**config.mk**
```make
export PLATFORM = sky130hd
export DESIGN_NAME = apu_dmc_reader_flat
export DESIGN_NICKNAME = d
export VERILOG_FILES = /design/src/rtl/apu_dmc_reader_if.sv /design/src/rtl/apu_dmc_reader.sv /design/src/flat_wrapper.sv
export SDC_FILE = /design/constraint.sdc
export NUM_CORES = 1
export LEC_CHECK = 0
export BUFFER_PORTS_ARGS = -buffer_cell sky130_fd_sc_hd__buf_2
export CAP_MARGIN = 20
export CORE_AREA = 2 2 135 137
export DETAILED_ROUTE_END_ITERATION = 8
export DIE_AREA = 0 0 137 139
export SLEW_MARGIN = 20
export SYNTH_ARGS = -nofsm -noshare
export SYNTH_HDL_FRONTEND = slang
export SYNTH_SLANG_ARGS = --single-unit
```
**constraint.sdc**
```tcl
create_clock -name clk -period 9.35 [get_ports clk]
set_clock_uncertainty 0.15 [all_clocks]
set_input_delay 0.4675 -clock clk [delete_from_list [all_inputs] [get_ports clk]]
set_output_delay 0.4675 -clock clk [all_outputs]
set_load 0.05 [all_outputs]
```
**src/rtl/apu_dmc_reader_if.sv**
```systemverilog
// Register-write, DMA handshake and channel-output bundle for the APU DMC.
// The slave side is the channel itself; master is the CPU/DMA/mixer side.
interface apu_dmc_reader_if;
  logic        reg_we;
  logic [1:0]  reg_addr;
  logic [7:0]  reg_wdata;
  logic        en_we;
  logic        en_bit;
  logic        dmc_trig;
  logic [15:0] dmc_dma_addr;
  logic        dmc_ack;
  logic [7:0]  from_ram;
  logic        dmc_irq;
  logic        dmc_active;
  logic [6:0]  dmc_out;

  modport master (
    output reg_we, reg_addr, reg_wdata, en_we, en_bit, dmc_ack, from_ram,
    input  dmc_trig, dmc_dma_addr, dmc_irq, dmc_active, dmc_out
  );

  modport slave (
    input  reg_we, reg_addr, reg_wdata, en_we, en_bit, dmc_ack, from_ram,
    output dmc_trig, dmc_dma_addr, dmc_irq, dmc_active, dmc_out
  );
endinterface

```
**src/rtl/apu_dmc_reader.sv**
```systemverilog
// APU delta-modulation channel: $4010-$4013/$4015 registers, single-byte DMA
// sample reader, one-byte buffer, rate timer and 7-bit delta output unit.
module apu_dmc_reader #(
  parameter logic [15:0] ADDR_BASE = 16'hC000,
  parameter logic [15:0] ADDR_WRAP = 16'h8000
) (
  input logic             clk,
  input logic             rst_n,
  input logic             cpu_clk,
  apu_dmc_reader_if.slave bus
);

  logic [15:0] cur_addr;
  logic [11:0] bytes_rem;
  logic [7:0]  sample_addr_d;
  logic [7:0]  sample_len_d;
  logic [7:0]  buffer;
  logic        buf_full;
  logic [7:0]  shift;
  logic [3:0]  bits_rem;
  logic        silence;
  logic        irq_en;
  logic        loop_flag;
  logic [3:0]  rate_idx;
  logic [8:0]  timer;
  logic        trig_q;
  logic        pend;
  logic        irq_q;
  logic [6:0]  out_q;

  logic        wr_ctrl, wr_dac, wr_addr, wr_len, en_wr;
  logic        capture, req_start, tick, new_cycle;
  logic [15:0] sample_addr, next_addr, addr_nx;
  logic [11:0] sample_len, bytes_nx;
  logic        irq_nx;
  logic        unused_bits;

  function automatic logic [8:0] rate_reload(input logic [3:0] idx);
    case (idx)
      4'd0:    rate_reload = 9'd427;
      4'd1:    rate_reload = 9'd379;
      4'd2:    rate_reload = 9'd339;
      4'd3:    rate_reload = 9'd319;
      4'd4:    rate_reload = 9'd285;
      4'd5:    rate_reload = 9'd253;
      4'd6:    rate_reload = 9'd225;
      4'd7:    rate_reload = 9'd213;
      4'd8:    rate_reload = 9'd189;
      4'd9:    rate_reload = 9'd159;
      4'd10:   rate_reload = 9'd141;
      4'd11:   rate_reload = 9'd127;
      4'd12:   rate_reload = 9'd105;
      4'd13:   rate_reload = 9'd83;
      4'd14:   rate_reload = 9'd71;
      default: rate_reload = 9'd53;
    endcase
  endfunction

  assign unused_bits = ^bus.reg_wdata[5:4];

  assign wr_ctrl = bus.reg_we && cpu_clk && (bus.reg_addr == 2'd0);
  assign wr_dac  = bus.reg_we && cpu_clk && (bus.reg_addr == 2'd1);
  assign wr_addr = bus.reg_we && cpu_clk && (bus.reg_addr == 2'd2);
  assign wr_len  = bus.reg_we && cpu_clk && (bus.reg_addr == 2'd3);
  assign en_wr   = bus.en_we && cpu_clk;

  assign sample_addr = ADDR_BASE + {2'b00, sample_addr_d, 6'b000000};
  assign sample_len  = {sample_len_d, 4'b0000} + 12'd1;
  assign next_addr   = (cur_addr == 16'hFFFF) ? ADDR_WRAP : cur_addr + 16'd1;

  // Only a pending request may complete, so an ack seen after reset is ignored.
  assign capture   = bus.dmc_ack && cpu_clk && pend;
  assign req_start = cpu_clk && !buf_full && (bytes_rem != 12'd0) && !pend;
  assign tick      = cpu_clk && (timer == 9'd0);
  assign new_cycle = (bits_rem <= 4'd1);

  // Capture bookkeeping resolves first; a same-cycle $4015 write then wins.
  always_comb begin
    addr_nx  = cur_addr;
    bytes_nx = bytes_rem;
    irq_nx   = irq_q;
    if (capture && (bytes_rem != 12'd0)) begin
      addr_nx  = next_addr;
      bytes_nx = bytes_rem - 12'd1;
      if (bytes_rem == 12'd1) begin
        if (loop_flag) begin
          addr_nx  = sample_addr;
          bytes_nx = sample_len;
        end else if (irq_en) begin
          irq_nx = 1'b1;
        end
      end
    end
    if (wr_ctrl && !bus.reg_wdata[7]) irq_nx = 1'b0;
    if (en_wr) begin
      irq_nx = 1'b0;
      if (!bus.en_bit) begin
        bytes_nx = 12'd0;
      end else if (bytes_nx == 12'd0) begin
        addr_nx  = sample_addr;
        bytes_nx = sample_len;
      end
    end
  end

  always_ff @(posedge clk or negedge rst_n) begin
    if (!rst_n) begin
      cur_addr      <= ADDR_BASE;
      bytes_rem     <= 12'd0;
      sample_addr_d <= 8'd0;
      sample_len_d  <= 8'd0;
      buffer        <= 8'd0;
      buf_full      <= 1'b0;
      shift         <= 8'd0;
      bits_rem      <= 4'd0;
      silence       <= 1'b1;
      irq_en        <= 1'b0;
      loop_flag     <= 1'b0;
      rate_idx      <= 4'd0;
      timer         <= 9'd427;
      trig_q        <= 1'b0;
      pend          <= 1'b0;
      irq_q         <= 1'b0;
      out_q         <= 7'd0;
    end else begin
      cur_addr  <= addr_nx;
      bytes_rem <= bytes_nx;
      irq_q     <= irq_nx;

      if (trig_q && bus.dmc_ack) trig_q <= 1'b0;
      else if (req_start)        trig_q <= 1'b1;

      if (capture)        pend <= 1'b0;
      else if (req_start) pend <= 1'b1;

      if (wr_ctrl) begin
        irq_en    <= bus.reg_wdata[7];
        loop_flag <= bus.reg_wdata[6];
        rate_idx  <= bus.reg_wdata[3:0];
      end
      if (wr_addr) sample_addr_d <= bus.reg_wdata;
      if (wr_len)  sample_len_d  <= bus.reg_wdata;

      if (cpu_clk) timer <= (timer == 9'd0) ? rate_reload(rate_idx) : timer - 9'd1;

      if (tick) begin
        if (!silence) begin
          if (shift[0]) begin
            if (out_q <= 7'd125) out_q <= out_q + 7'd2;
          end else if (out_q >= 7'd2) begin
            out_q <= out_q - 7'd2;
          end
        end
        if (new_cycle) begin
          bits_rem <= 4'd8;
          if (buf_full) begin
            shift    <= buffer;
            buf_full <= 1'b0;
            silence  <= 1'b0;
          end else begin
            shift   <= shift >> 1;
            silence <= 1'b1;
          end
        end else begin
          bits_rem <= bits_rem - 4'd1;
          shift    <= shift >> 1;
        end
      end

      // A pending capture implies the buffer was empty, so it never races a drain.
      if (capture) begin
        buffer   <= bus.from_ram;
        buf_full <= 1'b1;
      end

      if (wr_dac) out_q <= bus.reg_wdata[6:0];
    end
  end

  assign bus.dmc_trig     = trig_q;
  assign bus.dmc_dma_addr = cur_addr;
  assign bus.dmc_irq      = irq_q;
  assign bus.dmc_active   = (bytes_rem != 12'd0);
  assign bus.dmc_out      = out_q;

endmodule
```
**src/flat_wrapper.sv**
```systemverilog
// flat-port wrapper written by rule: the top's interface ports become plain ports
module apu_dmc_reader_flat 
#(
  parameter logic [15:0] ADDR_BASE = 16'hC000,
  parameter logic [15:0] ADDR_WRAP = 16'h8000
)
  (clk, rst_n, cpu_clk, bus_reg_we, bus_reg_addr, bus_reg_wdata, bus_en_we, bus_en_bit, bus_dmc_ack, bus_from_ram, bus_dmc_trig, bus_dmc_dma_addr, bus_dmc_irq, bus_dmc_active, bus_dmc_out);
  apu_dmc_reader_if bus_i ();
  input logic clk;
  input logic rst_n;
  input logic cpu_clk;
  input wire logic [$bits(bus_i.reg_we)-1:0] bus_reg_we;
  input wire logic [$bits(bus_i.reg_addr)-1:0] bus_reg_addr;
  input wire logic [$bits(bus_i.reg_wdata)-1:0] bus_reg_wdata;
  input wire logic [$bits(bus_i.en_we)-1:0] bus_en_we;
  input wire logic [$bits(bus_i.en_bit)-1:0] bus_en_bit;
  input wire logic [$bits(bus_i.dmc_ack)-1:0] bus_dmc_ack;
  input wire logic [$bits(bus_i.from_ram)-1:0] bus_from_ram;
  output wire logic [$bits(bus_i.dmc_trig)-1:0] bus_dmc_trig;
  output wire logic [$bits(bus_i.dmc_dma_addr)-1:0] bus_dmc_dma_addr;
  output wire logic [$bits(bus_i.dmc_irq)-1:0] bus_dmc_irq;
  output wire logic [$bits(bus_i.dmc_active)-1:0] bus_dmc_active;
  output wire logic [$bits(bus_i.dmc_out)-1:0] bus_dmc_out;
  assign bus_i.reg_we = bus_reg_we;
  assign bus_i.reg_addr = bus_reg_addr;
  assign bus_i.reg_wdata = bus_reg_wdata;
  assign bus_i.en_we = bus_en_we;
  assign bus_i.en_bit = bus_en_bit;
  assign bus_i.dmc_ack = bus_dmc_ack;
  assign bus_i.from_ram = bus_from_ram;
  assign bus_dmc_trig = bus_i.dmc_trig;
  assign bus_dmc_dma_addr = bus_i.dmc_dma_addr;
  assign bus_dmc_irq = bus_i.dmc_irq;
  assign bus_dmc_active = bus_i.dmc_active;
  assign bus_dmc_out = bus_i.dmc_out;
  apu_dmc_reader #(.ADDR_BASE(ADDR_BASE), .ADDR_WRAP(ADDR_WRAP)) u_core (.clk(clk), .rst_n(rst_n), .cpu_clk(cpu_clk), .bus(bus_i));
endmodule
```
# == Yosys cells after proc, flatten, opt, wreduce, memory -nomap -nowiden ==
# Memory sizes are Yosys's and may differ from the RTL's.
# Index checks and enable logic that the tools add are counted.
# W data, S select, Z words.
# word_totals
memories,1
regBits,91
word_cells,108
mem_bits_ro,128
# op_classes
magnitude_cmp,3
reduce_logical,35
n_mux,36
eq_ne,8
addsub,8
# mem_list
name,words,width,read_ports,rd_ports_with_merged_regs,wr,line_no,source
(name not given),16,8,1,0,0,apu_dmc_reader.sv:39,case (idx)
# ops
cell,n
$mux W16,7
$mux W12,6
$mux W7,6
$add A15 B15 Y16 const A,1
$add A16 B1 Y16 const B,1
$eq A16 B16 Y1 const B,1
$mux W8,2
$logic_and A1 B1 Y1,15
$mux W1,13
$add A12 B1 Y12 const B,1
$eq A12 B1 Y1 const B,1
$logic_not A12 Y1,1
$reduce_bool A12 Y1,1
$reduce_bool A3 Y1,4
$sub A12 B1 Y12 const B,1
$reduce_bool A2 Y1,5
$logic_not A9 Y1,1
$mux W9,1
$sub A9 B1 Y9 const B,1
$reduce_and A4 Y1,2
$add A7 B2 Y7 const B,1
$ge A7 B2 Y1 const B,1
$le A7 B7 Y1 const B,1
$sub A7 B2 Y7 const B,1
other kinds (10),15

# == Logic depth before layout (Yosys ltp) ==
# logic_depth
word_depth,8
ltp_mapped,12
depth_no_buf,9

# == Worst setup path after synthesis ==
# No wires, ideal clock.
# synth_timing
kind,register -> register
from,register u_core.cur_addr[0] (netlist: u_core.bus.dmc_dma_addr[0])
to,register u_core.cur_addr[13] (netlist: u_core.bus.dmc_dma_addr[13])
path_slack_ps,5987
n_path_buf,0
synth_period_minus_slack_ps,3363
path_stages_with_launch,9
arrival_ps,3089
path_cell_list,dfrtp_1 ha_1 nand3_1 or4_1 nor4_1 nor2_1 a21o_1 o2bb2ai_1 mux2_2
# synth_between
elab_chain_cells,8
# synth_lines
item,line_no,source
"start, declared",apu_dmc_reader.sv:13,logic [15:0] cur_addr;
"start signal, assigned",apu_dmc_reader.sv:126,cur_addr <= addr_nx;
$add A16 B1 Y16 / $eq A16 B16 Y1 (equally long branches),apu_dmc_reader.sv:69,assign next_addr = (cur_addr == 16'hFFFF) ? ADDR_WRAP : cur_addr + 16'd1;
$mux W16 (*),apu_dmc_reader.sv:69,
$mux W16,apu_dmc_reader.sv:86,if (loop_flag) begin
$mux W16 (*),apu_dmc_reader.sv:85,if (bytes_rem == 12'd1) begin
$mux W16 (*),apu_dmc_reader.sv:82,if (capture && (bytes_rem != 12'd0)) begin
$mux W16,apu_dmc_reader.sv:99,end else if (bytes_nx == 12'd0) begin
$mux W16,apu_dmc_reader.sv:97,if (!bus.en_bit) begin
$mux W16 (*),apu_dmc_reader.sv:95,if (en_wr) begin
named net u_core.addr_nx[13],apu_dmc_reader.sv:33,"logic [15:0] sample_addr, next_addr, addr_nx;"
# The timed path passes the listed nets; every way through them passes the cells marked *.
# A chain may end at the register's enable or synchronous reset.

# == Worst setup path after layout ==
# layout_timing
from,register u_core.bytes_rem[5]
to,register u_core.cur_addr[7] (netlist: u_core.bus.dmc_dma_addr[7])
# layout_between
elab_chain_cells,8
# layout_lines
item,line_no,source
"start, declared",apu_dmc_reader.sv:14,logic [11:0] bytes_rem;
"start signal, assigned",apu_dmc_reader.sv:127,bytes_rem <= bytes_nx;
$sub A12 B1 Y12,apu_dmc_reader.sv:84,bytes_nx = bytes_rem - 12'd1;
$mux W12,apu_dmc_reader.sv:86,
$mux W12,apu_dmc_reader.sv:85,
$mux W12,apu_dmc_reader.sv:82,
$logic_not A12 Y1,apu_dmc_reader.sv:99,
$mux W16,apu_dmc_reader.sv:99,
$mux W16,apu_dmc_reader.sv:97,
$mux W16 (*),apu_dmc_reader.sv:95,
named net u_core.addr_nx[7],apu_dmc_reader.sv:33,
# Marked as above.

==> metrics.sh <==
RUN_STATUS='completed'
HOLD_SLACK_NS=0.1517
SHARE_COMB_OF_TOTAL_POWER_PCT=43.2
ROUTE.DETAILED.VIAS_PER_INST=5.185
ANT_NETS=0
GROUTE.USAGE.OVERALL_PCT=13.95
PORT_BUFFERS=50
CTS_RESIZED=0
IRDROPWORSTVDD_V=0.00009719
CP_SLOWEST_CELL='nor4_1'
FINAL_CORE_UTILIZATION_PCT=33.76
DIE_AREA_UM2=19040
FINAL_LAYOUT_SIZE_SUFFIX_GT1_SHARE_PCT=19.41
SYNTH_SEQUENTIAL_AREA_RATIO_PCT=43.91
NUM_IO_PINS=51
CLOCKBUFFERDEPTH=2
TIMING.REG2REG.SETUP_SLACK_NS=5.28
SETUP_VIOL_COUNT_FINAL=0
CRIT_PATH_FREQUENT_CELL='nor4_1'
CRITICAL-PATH-MAX-STAGE-DELAY_NS=0.83
SYNTH_ENABLE_FLOP_CELLS=0
P_LEAK_nW=2.607
TIMING.CRITICAL_PATH.ARRIVAL_NS=4.16
SYNTH_AREA_PER_CELL_UM2=9.207
CTS_TREE='yes'
RR_STARTPOINT='u_core.bytes_rem[5]$_DFF_PN0_'
HOLD_DEPTH=3
SWITCHING_SHARE_OF_POWER_PCT=45.12
CATEGORY_OF_THE_MOST_CRITICAL_SETUP_PATH='reg2reg'
PATH_CELLS='nor4_1 > a41o_1 > a32o_1 > nand4_1 > nor4_1 > and2_1 > mux2_2'
HOLDCRITSTARTPOINT='bus_from_ram[4]'
CORE_REGION_AREA_UM2=17660
SLEW_AT_THE_PIN_WITH_THE_WORST_MAX_SLEW_SLACK_NS=0.9911
MAX_SLEW_HEADROOM_PCT=33.32
TOTAL_CTS_BUFFERS=9
CRIT-REG2REG-CAPTURE='u_core.bus.dmc_dma_addr[7]$_DFF_PN0_'
REGISTER_AREA_UM2=2288
SETUP_TNS_NS=0
SWITCHING_POWER_mW=0.8278
GRT.OVERFLOW.TOTAL=0
ASYNC_FLOP_SHARE_PCT=100.0
MAXSLEWVIOLCOUNT=0
FIRST_GLOBAL_VIAS=3979
FINALHOLDVIOLATIONS=0
CRITICAL_PATH.ENDPOINT_TYPE='flip-flop'
PERIOD_NEEDED_NS=4.072
POWER_FRAC_CLOCK_PCT=19.5
CLOCK_H_TREE_LEVELS=3
HOLD_END='u_core.buffer[4]$_DFFE_PN0P_'
SYNTH-MAIN-FF-CELL='dfrtp_1'
AREA_DELTA_SYNTH_FINAL_PCT=14.38
SYNTH-SEQ-CELLS=91
RR_WORST_DEPTH=7
CRITICAL-PATH-TOP-DELAY-FAMILY='simple AND/OR/NAND/NOR gates'
ELEMENT_TYPE_AT_THE_CRITICAL_PATH_START='flip-flop'
ANTENNA_FOUND_INITIAL=0
DRT_FIRST_PASS_ITERS=5
MAPPED_CELL_AREA_UM2=5211
RSZ0062_AT_GRT='false'
FIRST_ITER_VIOLATIONS=327
SEQ_POWER_SHARE_PCT=37.2
TOTAL_CHIP_POWER_mW=1.835
TOTALWIRELENGTH_UM=13110
HPWL_UM=9459
CLKTRANSATPATHREGS_NS=0.07
CRIT_FANOUT=17
FINAL.FILL_COUNT=1862
FINALWEIGHTEDCONGESTION=0.8664
CLOCK-ROOT-BUFFER='clkbuf_16'
SYNTH_TOP_AREA_SHARE_PCT=39.38
CP-STARTPOINT='u_core.bytes_rem[5]$_DFF_PN0_'
WORST_SKEW_PAIR.LATE_LATENCY_NS=0.35
DIE_HEIGHT_UM=139
CLOCK_SINKS=91
WORSTHOLDPATHTYPE='in2reg'
P_INT_mW=1.007
DETAILROUTE.VIA_COUNT=4366
GRT_PASS1_WL_UM=21090
SYN_INST=566
FRACTION_OF_THE_CYCLE_THE_FINAL_WORST_PATH_NEEDS_PCT=43.55
DIE_WIDTH_UM=137
WORSTPATHREQUIRED_NS=9.44
FMAX_MHz=245.6
ANTENNA_CELLS=0
ROWS=49
MAXCAPVIOLCOUNT=0
INITIAL_UTILIZATION_PCT=29.51
YOSYSWARNINGCOUNT=0
GRT_MAX_DEGREE=77
DRC_ERRORS=0
MULTI_INPUT_COMB_AREA_UM2=2724
POWER-PER-CELL-AREA_nW_PER_UM2=307.8
DRT-WIRELENGTH-PER-CELL_UM=15.57
NETLIST_TOP_CELLS_AREA='dfrtp_1, nand2_1, mux2_2, dfstp_2, o21ai_0'
SYN_NETS=605
LARGEST_AREA_CONTRIBUTOR_IN_THE_NETLIST='dfrtp_1'
YOSYS.CELL_TYPES.COUNT=63
TIMING.CRITICAL_PATH.BUF_INV=0
LAYOUT.NETS=647
[Yosys cell counts, types with 3 or more instances]
cell type	instances
mux2_2	27
a211oi_1	5
clkbuf_1	16
a22o_2	4
nand2_1	87
nor2_1	44
and2_1	4
or4_1	6
a31oi_1	4
buf_2	3
a22oi_1	4
o22a_1	3
inv_1	25
nor3_1	17
o22ai_1	7
dfrtp_1	82
nor4b_1	3
or3_1	10
xnor2_1	4
dfstp_2	9
o21ai_0	45
nand4_1	6
o41ai_1	4
xor2_1	4
nand3_1	12
a21o_1	6
mux2i_1	16
a22o_1	6
nand2b_1	5
and3_1	3
nor4_1	11
o31ai_1	3
ha_1	14
a21oi_1	26
or2_2	5
[power by group through the flow]
stage               Clock [mW]  Sequential, mW  Combinational [mW]
floorplan                    0           0.761               0.519
global placement             0           0.688               0.785
detailed placement           0           0.687               0.786
CTS                      0.368           0.681               0.790
global route             0.383           0.707               0.869
finish                   0.358           0.683               0.793
[metal layers]
metal | vias up | track usage [%] | routed length [um]
met1 | 2122 | 19.44 | 6153
li1 | 2149 | - | -
met5 | - | 0 | 0
met3 | 11 | 2.449 | 509
met4 | 0 | 4.286 | 159
met2 | 84 | 21.97 | 6288
[tightest hold or removal path: cells and delay by family]
family                 cells  cell delay (ns)
buffers and inverters      1             0.07
and+or+nand+nor            2             0.08
[state kept, by name (all words and copies together) (netlist names), 4 cells and up]
register	flops
u_core.rate_idx	4
u_core.sample_addr_d	8
u_core.timer	9
u_core.bus.dmc_dma_addr	16
u_core.bus.dmc_out	7
u_core.shift	8
u_core.bytes_rem	12
u_core.bits_rem	4
u_core.sample_len_d	8
u_core.buffer	8
[cells in the final DEF (no fill, tap or decap), types with 3 or more instances in the layout]
master / count
or4_1: 6
o22a_1: 3
inv_6: 3
nor4b_1: 3
nand3_1: 12
a31oi_1: 4
a22oi_1: 4
and3_1: 3
a21o_1: 6
nand2b_1: 5
nor2_1: 44
o41ai_1: 4
nand4_1: 6
o31ai_1: 3
nor4_1: 11
dfrtp_1: 82
and2_1: 4
a22o_1: 6
buf_4: 3
dfstp_2: 9
clkbuf_16: 9
or3_1: 10
nand2_1: 87
xnor2_1: 4
inv_1: 25
o21ai_0: 45
mux2_2: 27
a211oi_1: 5
buf_2: 49
o22ai_1: 7
ha_1: 14
nor3_1: 17
mux2i_1: 16
xor2_1: 4
a22o_2: 4
a21oi_1: 26
or2_2: 5
[kinds of logic (layout without fill, tap and decap cells)]
kind of cell / count (synthesis) / count (layout) / share of synthesized area, %
AND/OR/NAND/NOR: 225 / 225 / 21.22
AO/OA/AOI/OAI: 138 / 138 / 17.43
flip-flops: 91 / 91 / 43.91
buffers and inverters: 47 / 94 / 3.817
multiplexers: 43 / 43 / 8.907
adder cells (fa/ha/maj): 14 / 14 / 3.361
XOR/XNOR: 8 / 8 / 1.344
[worst max-delay path by stage]
| stage | depth (start not counted) | end | slack, ns |
|---|---|---|---|
| final | 7 | u_core.bus.dmc_dma_addr[7]$_DFF_PN0_ | 5.28 |
| after global routing | 7 | u_core.bus.dmc_dma_addr[13]$_DFF_PN0_ | 5.12 |
| after CTS | 7 | u_core.bus.dmc_dma_addr[7]$_DFF_PN0_ | 5.35 |
| after detailed placement | 8 | u_core.bus.dmc_dma_addr[7]$_DFF_PN0_ | 5.22 |
| after global placement | 8 | u_core.bus.dmc_dma_addr[7]$_DFF_PN0_ | 5.26 |
| after floorplan | 8 | u_core.bus.dmc_dma_addr[13]$_DFF_PN0_ | 5.99 |
[cell type report]
type | instances | share of cell area, %
flip-flops and latches | 91 | 38.39
well taps | 229 | 4.807
inverters | 25 | 1.574
multi-input cells | 428 | 45.70
repair buffers | 53 | 4.660
clock buffers | 9 | 3.778
clock inverters | 7 | 1.092
[repair_timing]
item,CTS,global route
buffers inserted,0,0
endpoints found under the hold margin,13,0
hold buffers,1,0
[stage by stage]
step | area (um2) | std cells | worst slack, ns
6_report | 5961 | 842 | 5.278
5_1_grt | 5961 | 842 | 5.123
4_1_cts | 5961 | 842 | 5.355
3_5_place_dp | 5660 | 825 | 5.215
3_3_place_gp | 5660 | 825 | 5.256
2_1_floorplan | 5211 | 566 | 5.987
Power figures use the tool's default switching activity.
